===== src/rtl/irq_prio_arbiter_if.sv =====
// Interrupt line, core acknowledge and config bus bundle for irq_prio_arbiter.
interface irq_prio_arbiter_if;
   logic [31:0] i_irq_req;
   logic [31:0] o_irq_clr;
   logic [31:0] o_irq;
   logic        i_irq_ack;
   logic [4:0]  i_irq_id;
   logic        i_cfg_wren;
   logic        i_cfg_rden;
   logic [1:0]  i_cfg_addr;
   logic [31:0] i_cfg_wdata;
   logic [31:0] o_cfg_rdata;
   logic        o_cfg_rvalid;

   modport slave (
      input  i_irq_req, i_irq_ack, i_irq_id,
      input  i_cfg_wren, i_cfg_rden, i_cfg_addr, i_cfg_wdata,
      output o_irq_clr, o_irq, o_cfg_rdata, o_cfg_rvalid
   );

   modport master (
      output i_irq_req, i_irq_ack, i_irq_id,
      output i_cfg_wren, i_cfg_rden, i_cfg_addr, i_cfg_wdata,
      input  o_irq_clr, o_irq, o_cfg_rdata, o_cfg_rvalid
   );
endinterface


===== src/rtl/irq_prio_arbiter.sv =====
// Priority/round-robin interrupt arbiter presenting one line at a time to the core.
// Optional grant timeout enabled by defining IRQ_TIMEOUT_EN.
module irq_prio_arbiter #(
   parameter int NUM_IRQ     = 32,
   parameter int TIMEOUT_CYC = 1024
) (
   input  logic              i_clk,
   input  logic              i_rst,
   irq_prio_arbiter_if.slave bus
);

   typedef enum logic [1:0] {
      ST_IDLE  = 2'd0,
      ST_GRANT = 2'd1,
      ST_HOLD  = 2'd2
   } state_e;

   localparam logic [31:0] LINE_MASK = (NUM_IRQ >= 32) ? 32'hFFFF_FFFF
                                                       : ((32'd1 << NUM_IRQ) - 32'd1);
   localparam logic [4:0]  LAST_IDX  = 5'(NUM_IRQ - 1);

   if ((NUM_IRQ < 1) || (NUM_IRQ > 32) || (TIMEOUT_CYC < 2) || (TIMEOUT_CYC > 65536)) begin : g_bad_param
      $error("irq_prio_arbiter: parameter out of range");
   end

   function automatic logic [4:0] next_idx(input logic [4:0] idx);
      logic [4:0] res;
      if (idx >= LAST_IDX) begin
         res = 5'd0;
      end else begin
         res = idx + 5'd1;
      end
      return res;
   endfunction

   state_e      state_q,    state_d;
   logic [31:0] enable_q,   enable_d;
   logic [63:0] prio_q,     prio_d;
   logic [1:0]  thresh_q,   thresh_d;
   logic [4:0]  grant_q,    grant_d;
   logic [4:0]  rr_ptr_q,   rr_ptr_d;
   logic [31:0] irq_q,      irq_d;
   logic [31:0] irq_clr_q,  irq_clr_d;
   logic [31:0] rdata_q,    rdata_d;
   logic        rvalid_q,   rvalid_d;

   logic [31:0] elig_s;
   logic [1:0]  top_prio_s;
   logic        any_elig_s;
   logic [4:0]  sel_id_s;
   logic        sel_found_s;
   logic [5:0]  idx_s;
   logic        ack_hit_s;
   logic        req_g_s;
   logic        tmo_hit_s;
   logic        tmo_flag_s;
   logic        busy_s;
   logic [31:0] ctrl_s;

   assign ack_hit_s = bus.i_irq_ack && (bus.i_irq_id == grant_q);
   assign req_g_s   = bus.i_irq_req[grant_q];
   assign busy_s    = (state_q != ST_IDLE);

`ifdef IRQ_TIMEOUT_EN
   localparam logic [15:0] TMO_LAST = 16'(TIMEOUT_CYC - 1);

   logic [15:0] tcnt_q, tcnt_d;
   logic        tmo_flag_q, tmo_flag_d;

   assign tmo_hit_s  = (state_q == ST_GRANT) && (tcnt_q == TMO_LAST);
   assign tmo_flag_s = tmo_flag_q;

   // Grant-age counter and sticky timeout flag; a timeout set beats a same-cycle W1C.
   always_comb begin
      if (state_q == ST_GRANT) begin
         tcnt_d = tcnt_q + 16'd1;
      end else begin
         tcnt_d = 16'd0;
      end
      tmo_flag_d = tmo_flag_q;
      if (bus.i_cfg_wren && (bus.i_cfg_addr == 2'd3) && bus.i_cfg_wdata[16]) begin
         tmo_flag_d = 1'b0;
      end else begin
         tmo_flag_d = tmo_flag_q;
      end
      if (tmo_hit_s && !ack_hit_s && req_g_s) begin
         tmo_flag_d = 1'b1;
      end else begin
         tmo_flag_d = tmo_flag_d;
      end
   end

   // Timeout state registers.
   always_ff @(posedge i_clk) begin
      if (i_rst) begin
         tcnt_q     <= 16'd0;
         tmo_flag_q <= 1'b0;
      end else begin
         tcnt_q     <= tcnt_d;
         tmo_flag_q <= tmo_flag_d;
      end
   end
`else
   assign tmo_hit_s  = 1'b0;
   assign tmo_flag_s = 1'b0;
`endif

   // Candidate selection: highest priority level, then first hit at or after rr_ptr.
   always_comb begin
      elig_s      = 32'd0;
      top_prio_s  = 2'd0;
      sel_id_s    = 5'd0;
      sel_found_s = 1'b0;
      idx_s       = 6'd0;
      for (int i = 0; i < 32; i++) begin
         if (LINE_MASK[i] && bus.i_irq_req[i] && enable_q[i] && (prio_q[2*i +: 2] > thresh_q)) begin
            elig_s[i] = 1'b1;
         end else begin
            elig_s[i] = 1'b0;
         end
      end
      for (int i = 0; i < 32; i++) begin
         if (elig_s[i] && (prio_q[2*i +: 2] > top_prio_s)) begin
            top_prio_s = prio_q[2*i +: 2];
         end else begin
            top_prio_s = top_prio_s;
         end
      end
      for (int k = 0; k < NUM_IRQ; k++) begin
         idx_s = {1'b0, rr_ptr_q} + 6'(k);
         if (idx_s >= 6'(NUM_IRQ)) begin
            idx_s = idx_s - 6'(NUM_IRQ);
         end else begin
            idx_s = idx_s;
         end
         if (!sel_found_s && elig_s[idx_s[4:0]] && (prio_q[{idx_s[4:0], 1'b0} +: 2] == top_prio_s)) begin
            sel_id_s    = idx_s[4:0];
            sel_found_s = 1'b1;
         end else begin
            sel_found_s = sel_found_s;
         end
      end
      any_elig_s = |elig_s;
   end

   // FSM next state; a matching ack wins over a same-cycle request drop or timeout.
   always_comb begin
      state_d = state_q;
      case (state_q)
         ST_IDLE: begin
            if (any_elig_s) begin
               state_d = ST_GRANT;
            end else begin
               state_d = ST_IDLE;
            end
         end
         ST_GRANT: begin
            if (ack_hit_s) begin
               state_d = ST_HOLD;
            end else if (!req_g_s || tmo_hit_s) begin
               state_d = ST_IDLE;
            end else begin
               state_d = ST_GRANT;
            end
         end
         ST_HOLD: state_d = ST_IDLE;
         default: state_d = ST_IDLE;
      endcase
   end

   // FSM outputs: grant id, one-hot irq, clear pulse and round-robin pointer.
   always_comb begin
      grant_d   = grant_q;
      irq_d     = 32'd0;
      irq_clr_d = 32'd0;
      rr_ptr_d  = rr_ptr_q;
      case (state_q)
         ST_IDLE: begin
            if (any_elig_s) begin
               grant_d = sel_id_s;
               irq_d   = (32'd1 << sel_id_s) & LINE_MASK;
            end else begin
               irq_d   = 32'd0;
            end
         end
         ST_GRANT: begin
            if (ack_hit_s) begin
               irq_clr_d = (32'd1 << grant_q) & LINE_MASK;
               rr_ptr_d  = next_idx(grant_q);
            end else if (!req_g_s) begin
               irq_d     = 32'd0;
            end else if (tmo_hit_s) begin
               rr_ptr_d  = next_idx(grant_q);
            end else begin
               irq_d     = irq_q;
            end
         end
         ST_HOLD: irq_d = 32'd0;
         default: irq_d = 32'd0;
      endcase
   end

   // Config register writes and registered read port.
   always_comb begin
      enable_d = enable_q;
      prio_d   = prio_q;
      thresh_d = thresh_q;
      ctrl_s   = {15'd0, tmo_flag_s, 3'd0, busy_s, 3'd0,
                  (busy_s ? grant_q : 5'd0), 2'd0, thresh_q};
      if (bus.i_cfg_wren) begin
         case (bus.i_cfg_addr)
            2'd0:    enable_d      = bus.i_cfg_wdata;
            2'd1:    prio_d[31:0]  = bus.i_cfg_wdata;
            2'd2:    prio_d[63:32] = bus.i_cfg_wdata;
            2'd3:    thresh_d      = bus.i_cfg_wdata[1:0];
            default: enable_d      = enable_q;
         endcase
      end else begin
         enable_d = enable_q;
      end
      rvalid_d = bus.i_cfg_rden;
      if (bus.i_cfg_rden) begin
         case (bus.i_cfg_addr)
            2'd0:    rdata_d = enable_q;
            2'd1:    rdata_d = prio_q[31:0];
            2'd2:    rdata_d = prio_q[63:32];
            2'd3:    rdata_d = ctrl_s;
            default: rdata_d = 32'd0;
         endcase
      end else begin
         rdata_d = 32'd0;
      end
   end

   // State and output registers.
   always_ff @(posedge i_clk) begin
      if (i_rst) begin
         state_q   <= ST_IDLE;
         enable_q  <= 32'd0;
         prio_q    <= 64'h5555_5555_5555_5555;
         thresh_q  <= 2'd0;
         grant_q   <= 5'd0;
         rr_ptr_q  <= 5'd0;
         irq_q     <= 32'd0;
         irq_clr_q <= 32'd0;
         rdata_q   <= 32'd0;
         rvalid_q  <= 1'b0;
      end else begin
         state_q   <= state_d;
         enable_q  <= enable_d;
         prio_q    <= prio_d;
         thresh_q  <= thresh_d;
         grant_q   <= grant_d;
         rr_ptr_q  <= rr_ptr_d;
         irq_q     <= irq_d;
         irq_clr_q <= irq_clr_d;
         rdata_q   <= rdata_d;
         rvalid_q  <= rvalid_d;
      end
   end

   assign bus.o_irq        = irq_q;
   assign bus.o_irq_clr    = irq_clr_q;
   assign bus.o_cfg_rdata  = rdata_q;
   assign bus.o_cfg_rvalid = rvalid_q;

endmodule


===== src/flat_wrapper.sv =====
// flat-port wrapper written by rule: the top's interface ports become plain ports
module irq_prio_arbiter_flat 
#(
   parameter int NUM_IRQ     = 32,
   parameter int TIMEOUT_CYC = 1024
)
  (i_clk, i_rst, bus_i_irq_req, bus_i_irq_ack, bus_i_irq_id, bus_i_cfg_wren, bus_i_cfg_rden, bus_i_cfg_addr, bus_i_cfg_wdata, bus_o_irq_clr, bus_o_irq, bus_o_cfg_rdata, bus_o_cfg_rvalid);
  irq_prio_arbiter_if bus_i ();
  input  logic i_clk;
  input  logic i_rst;
  input wire logic [$bits(bus_i.i_irq_req)-1:0] bus_i_irq_req;
  input wire logic [$bits(bus_i.i_irq_ack)-1:0] bus_i_irq_ack;
  input wire logic [$bits(bus_i.i_irq_id)-1:0] bus_i_irq_id;
  input wire logic [$bits(bus_i.i_cfg_wren)-1:0] bus_i_cfg_wren;
  input wire logic [$bits(bus_i.i_cfg_rden)-1:0] bus_i_cfg_rden;
  input wire logic [$bits(bus_i.i_cfg_addr)-1:0] bus_i_cfg_addr;
  input wire logic [$bits(bus_i.i_cfg_wdata)-1:0] bus_i_cfg_wdata;
  output wire logic [$bits(bus_i.o_irq_clr)-1:0] bus_o_irq_clr;
  output wire logic [$bits(bus_i.o_irq)-1:0] bus_o_irq;
  output wire logic [$bits(bus_i.o_cfg_rdata)-1:0] bus_o_cfg_rdata;
  output wire logic [$bits(bus_i.o_cfg_rvalid)-1:0] bus_o_cfg_rvalid;
  assign bus_i.i_irq_req = bus_i_irq_req;
  assign bus_i.i_irq_ack = bus_i_irq_ack;
  assign bus_i.i_irq_id = bus_i_irq_id;
  assign bus_i.i_cfg_wren = bus_i_cfg_wren;
  assign bus_i.i_cfg_rden = bus_i_cfg_rden;
  assign bus_i.i_cfg_addr = bus_i_cfg_addr;
  assign bus_i.i_cfg_wdata = bus_i_cfg_wdata;
  assign bus_o_irq_clr = bus_i.o_irq_clr;
  assign bus_o_irq = bus_i.o_irq;
  assign bus_o_cfg_rdata = bus_i.o_cfg_rdata;
  assign bus_o_cfg_rvalid = bus_i.o_cfg_rvalid;
  irq_prio_arbiter #(.NUM_IRQ(NUM_IRQ), .TIMEOUT_CYC(TIMEOUT_CYC)) u_core (.i_clk(i_clk), .i_rst(i_rst), .bus(bus_i));
endmodule

===== config.mk =====
export PLATFORM = sky130hd
export DESIGN_NAME = irq_prio_arbiter_flat
export DESIGN_NICKNAME = d
export VERILOG_FILES = /design/src/rtl/irq_prio_arbiter_if.sv /design/src/rtl/irq_prio_arbiter.sv /design/src/flat_wrapper.sv
export SDC_FILE = /design/constraint.sdc
export NUM_CORES = 1
export LEC_CHECK = 0
export CAP_MARGIN = 20
export CORE_MARGIN = 4
export CORE_UTILIZATION = 40
export DETAILED_ROUTE_END_ITERATION = 7
export PLACE_DENSITY = 0.71
export SLEW_MARGIN = 20
export SYNTH_ARGS = -nofsm -noshare
export SYNTH_HDL_FRONTEND = slang
export SYNTH_SLANG_ARGS = --single-unit

===== constraint.sdc =====
create_clock -name i_clk -period 41.3 [get_ports i_clk]
set_input_delay 4.13 -clock i_clk [delete_from_list [all_inputs] [get_ports i_clk]]
set_output_delay 4.13 -clock i_clk [all_outputs]
set_load 0.01 [all_outputs]

==> flow_summary_export.csv <==
group,metric,value,unit
worst_setup_path,max_stage_delay,0.39,ns
timing,fin_setup_tns,0,ns
power_and_ir_drop,clkPwrFrac,22.4,%
timing,report.final.slew_viol_count,0,
yosys,synth_edf_count,0,
yosys,synth_fa_ha_area_share,6.802,%
yosys,synth_top_family_by_area,"simple AND/OR/NAND/NOR gates",
run,maxCapViolations,0,
yosys,synthMuxAreaShare,21.91,%
run_status,status,"finished, violations left",
clocking,clk_pin_slew,0.06,ns
hold_path,hold_class,"reg -> reg",
clocking,cts_sinks,207,
power_and_ir_drop,leakage,12.14,nW
yosys,yosys.area_share.simple,25.03,%
clocking,insertion_delay,0.54,ns
worst_setup_path,cpLargestDelayFamily,"compound AO/OA/AOI/OAI gates",
yosys,synth_fp_nets,3022,
drt,drtAntennaViolNets,0,
timing,max_freq,24.51,MHz
grt,grt_usage,31.44,%
worst_setup_path,r2r_slack,2.79,ns
clocking,cts_tree,"done",
cells_and_area,layout_common_cells,"526 x nand2_1, 440 x buf_4, 212 x nor2_1",
power_and_ir_drop,power_frac_seq,24.4,%
clocking,root_buffer,"clkbuf_16",
timing,hold_ws,0.4471,ns
yosys,synth-seq-cells,207,
floorplan,io-pin-count,173,
worst_setup_path,critPathRequiredTime,41.75,ns
clocking,htree_num_levels,1,
cells_and_area,antenna_cells,0,
floorplan,die_h,246.3,um
yosys,syn_inst,2829,
drt,vias_per_cell,6.391,
floorplan,core-area,56280,um2
cells_and_area,drive_gt1_share,29.27,%
worst_setup_path,critPathMaxFanout,8,
drt,route.detailed.drc,8,
floorplan,fp.dieW,246.3,um
grt,grt_overflow_total,0,
worst_setup_path,cp.arrival,41.25,ns
timing,worst_slack,0.4964,ns
yosys,async_reset_ff_share,0,%
yosys,synth_top_flop_cell,"dfxtp_1",
cells_and_area,fin_util,54.03,%
yosys,synthXorXnorAreaFrac,2.082,%
timing,rsz0062_at_grt,"yes",
power_and_ir_drop,power_switching,0.3715,mW
run_status,violations,"DRC",
floorplan,rows,87,
power_and_ir_drop,switching_share,39.81,%
worst_setup_path,cp_slowest_cell,"or3_4",
power_and_ir_drop,power.density,30.69,nW/um2
drt,wire_per_inst,24.84,um
timing,final-setup-viol-count,0,
drt,drt-total-wl,101500,um
place,hpwl,75570,um
power_and_ir_drop,ir_worst_vdd,0.03302,mV
power_and_ir_drop,intPower,0.5617,mW
timing,worst_pin_slew,1.352,ns
worst_setup_path,cp_num_buf_inv,10,
worst_setup_path,worstSetupPathType,"in -> reg",
worst_setup_path,cp-start-kind,"primary input",
drt,dr.pass1.iters,8,
grt,grt_pass1_vias,24480,
power_and_ir_drop,pwr-share-comb,53.2,%
timing,finalHoldViolations,0,
grt,grt_max_degree,64,
yosys,syn_avg_cell_area,8.030,um2
place,dpl_worst_slack,-2.220,ns
yosys,ys_types,117,
grt,grt_pass1_wl,148000,um
cells_and_area,area_growth,33.85,%
yosys,syn_area,22720,um2
place,portBuffers,172,
yosys,synth-compound-area-share,21.27,%
clocking,numCtsBuffers,23,
cells_and_area,layout.nets,3508,
floorplan,dieArea,60670,um2
worst_setup_path,endpoint_kind,"register",
drt,drtIter0Drc,2988,
yosys,seq_area_frac_synth,18.24,%
place,gp_congestion,1.041,
drt,vias,26120,
timing,skew,0.01576,ns
timing,fin_crit_sh,98.80,%
yosys,ys_warn_count,0,
clocking,cts_max_path_buffers,3,
cells_and_area,final_common_cell,"nand2_1",
timing,min_period,40.80,ns
floorplan,start_util,40.37,%
clocking,hold_buffers,0,
grt,antenna_found_initial,0,
timing,maxSlewHeadroom,9.402,%
[power groups by stage]
stage,logic (mW),registers [mW],clock network [mW]
after floorplan,0.229,0.222,0
after global placement,0.379,0.230,0
after detailed placement,0.382,0.231,0
after CTS,0.419,0.226,0.211
after global routing,0.523,0.228,0.220
final,0.496,0.228,0.209
[cells in the mapped netlist, drive strengths merged (13+ instances only)]
master,n,share of area [%]
or2,15,0.41
o22ai,41,1.2
a211o,28,1.1
a31oi,21,0.61
nand2,539,8.9
ha,117,6.4
a22o,14,0.54
mux2i,120,5.3
a21oi,153,3.4
o211a,18,0.79
a211oi,22,0.84
o31ai,23,0.94
buf,50,1.3
a2111oi,13,0.58
nand4,26,0.91
o211ai,18,0.70
o21a,20,0.66
nand3b,23,0.76
mux2,42,2.1
o2111a,24,1.2
nor2b,62,1.7
and3,22,0.61
nand2b,35,0.97
nor3,77,1.8
o2111ai,28,1.2
nor2,249,4.2
nand3,59,1.4
nor4,31,0.95
clkbuf,123,2.0
a22oi,14,0.46
mux4,146,14
dfxtp,207,18
o21ai,101,2.2
xor2,17,0.66
inv,81,1.3
and2,40,1.1
xnor2,37,1.4
[stage by stage]
step	cell area (um2)	total power, mW	cells
floorplan	22720	0.4509	2829
detailed placement	27330	0.6123	3931
global placement	27330	0.6097	3931
finish	30410	0.9332	4087
global route	30410	0.9714	4087
CTS	28950	0.8569	4039
[per-layer routing]
metal | GRT usage [%] | vias up | share of wire (%)
met4 | 19.87 | 0 | 8.7
met1 | 39.17 | 12360 | 37
met5 | 0 | - | 0
met2 | 49.83 | 1706 | 44
li1 | - | 11540 | -
met3 | 6.313 | 510 | 11
[final cells by class]
cell class	count	area (um2)
inverters	82	307.8
fillers	5047	25870
flip-flops and latches	207	4150
well taps	756	945.9
clock inverters	8	87.58
clock buffers	33	683.2
multi-input cells	2367	18950
repair buffers	634	5285
[sequential cells by signal, summed over array words and instances, names as in the netlist]
name / cells
u_core.bus.o_irq_clr: 32
u_core.thresh_q: 2
u_core.enable_q: 32
u_core.state_q: 2
u_core.bus.o_cfg_rvalid: 1
u_core.grant_q: 5
u_core.prio_q: 64
u_core.rr_ptr_q: 5
u_core.bus.o_irq: 32
u_core.bus.o_cfg_rdata: 32
[what timing repair did]
action                                  4_1_cts  5_1_grt
endpoints found under the setup margin       37       37
cloned                                        1        1
setup buffers                                66       49
pin swaps                                    71      158
gates resized for setup                      86      227
[cell families after synthesis]
| kind of cell | count (synthesis) |
|---|---|
| xor+xnor | 54 |
| compound gates | 663 |
| fa+ha+maj | 125 |
| flops | 207 |
| buf+inv | 255 |
| mux | 308 |
| simple gates | 1217 |
[final timing paths]
path,from,endpoint,cells after the start
worst max register to register,u_core.thresh_q[1]$_SDFFE_PP0P_,u_core.bus.o_irq[0]$_SDFFE_PP0P_,210
worst min-delay path,u_core.bus.o_irq[11]$_SDFFE_PP0P_,u_core.bus.o_irq[11]$_SDFFE_PP0P_,2
worst max-delay path,bus_i_irq_req[0],u_core.bus.o_irq[0]$_SDFFE_PP0P_,206
worst min register to register,u_core.bus.o_irq[11]$_SDFFE_PP0P_,u_core.bus.o_irq[11]$_SDFFE_PP0P_,2
[worst reg2reg max path, delay by kind of cell (launching register included)]
family                     cells  cell delay, ns
AOI/OAI and AO/OA             82           13.53
xor gates and xnor gates       1            0.14
adders and majority gates     38           10.84
buffers and inverters         12            1.89
DFF                            1            0.32
muxes                          8            2.37
and+or+nand+nor               69            9.32
No activity file was read; power rests on OpenSTA's default activity.
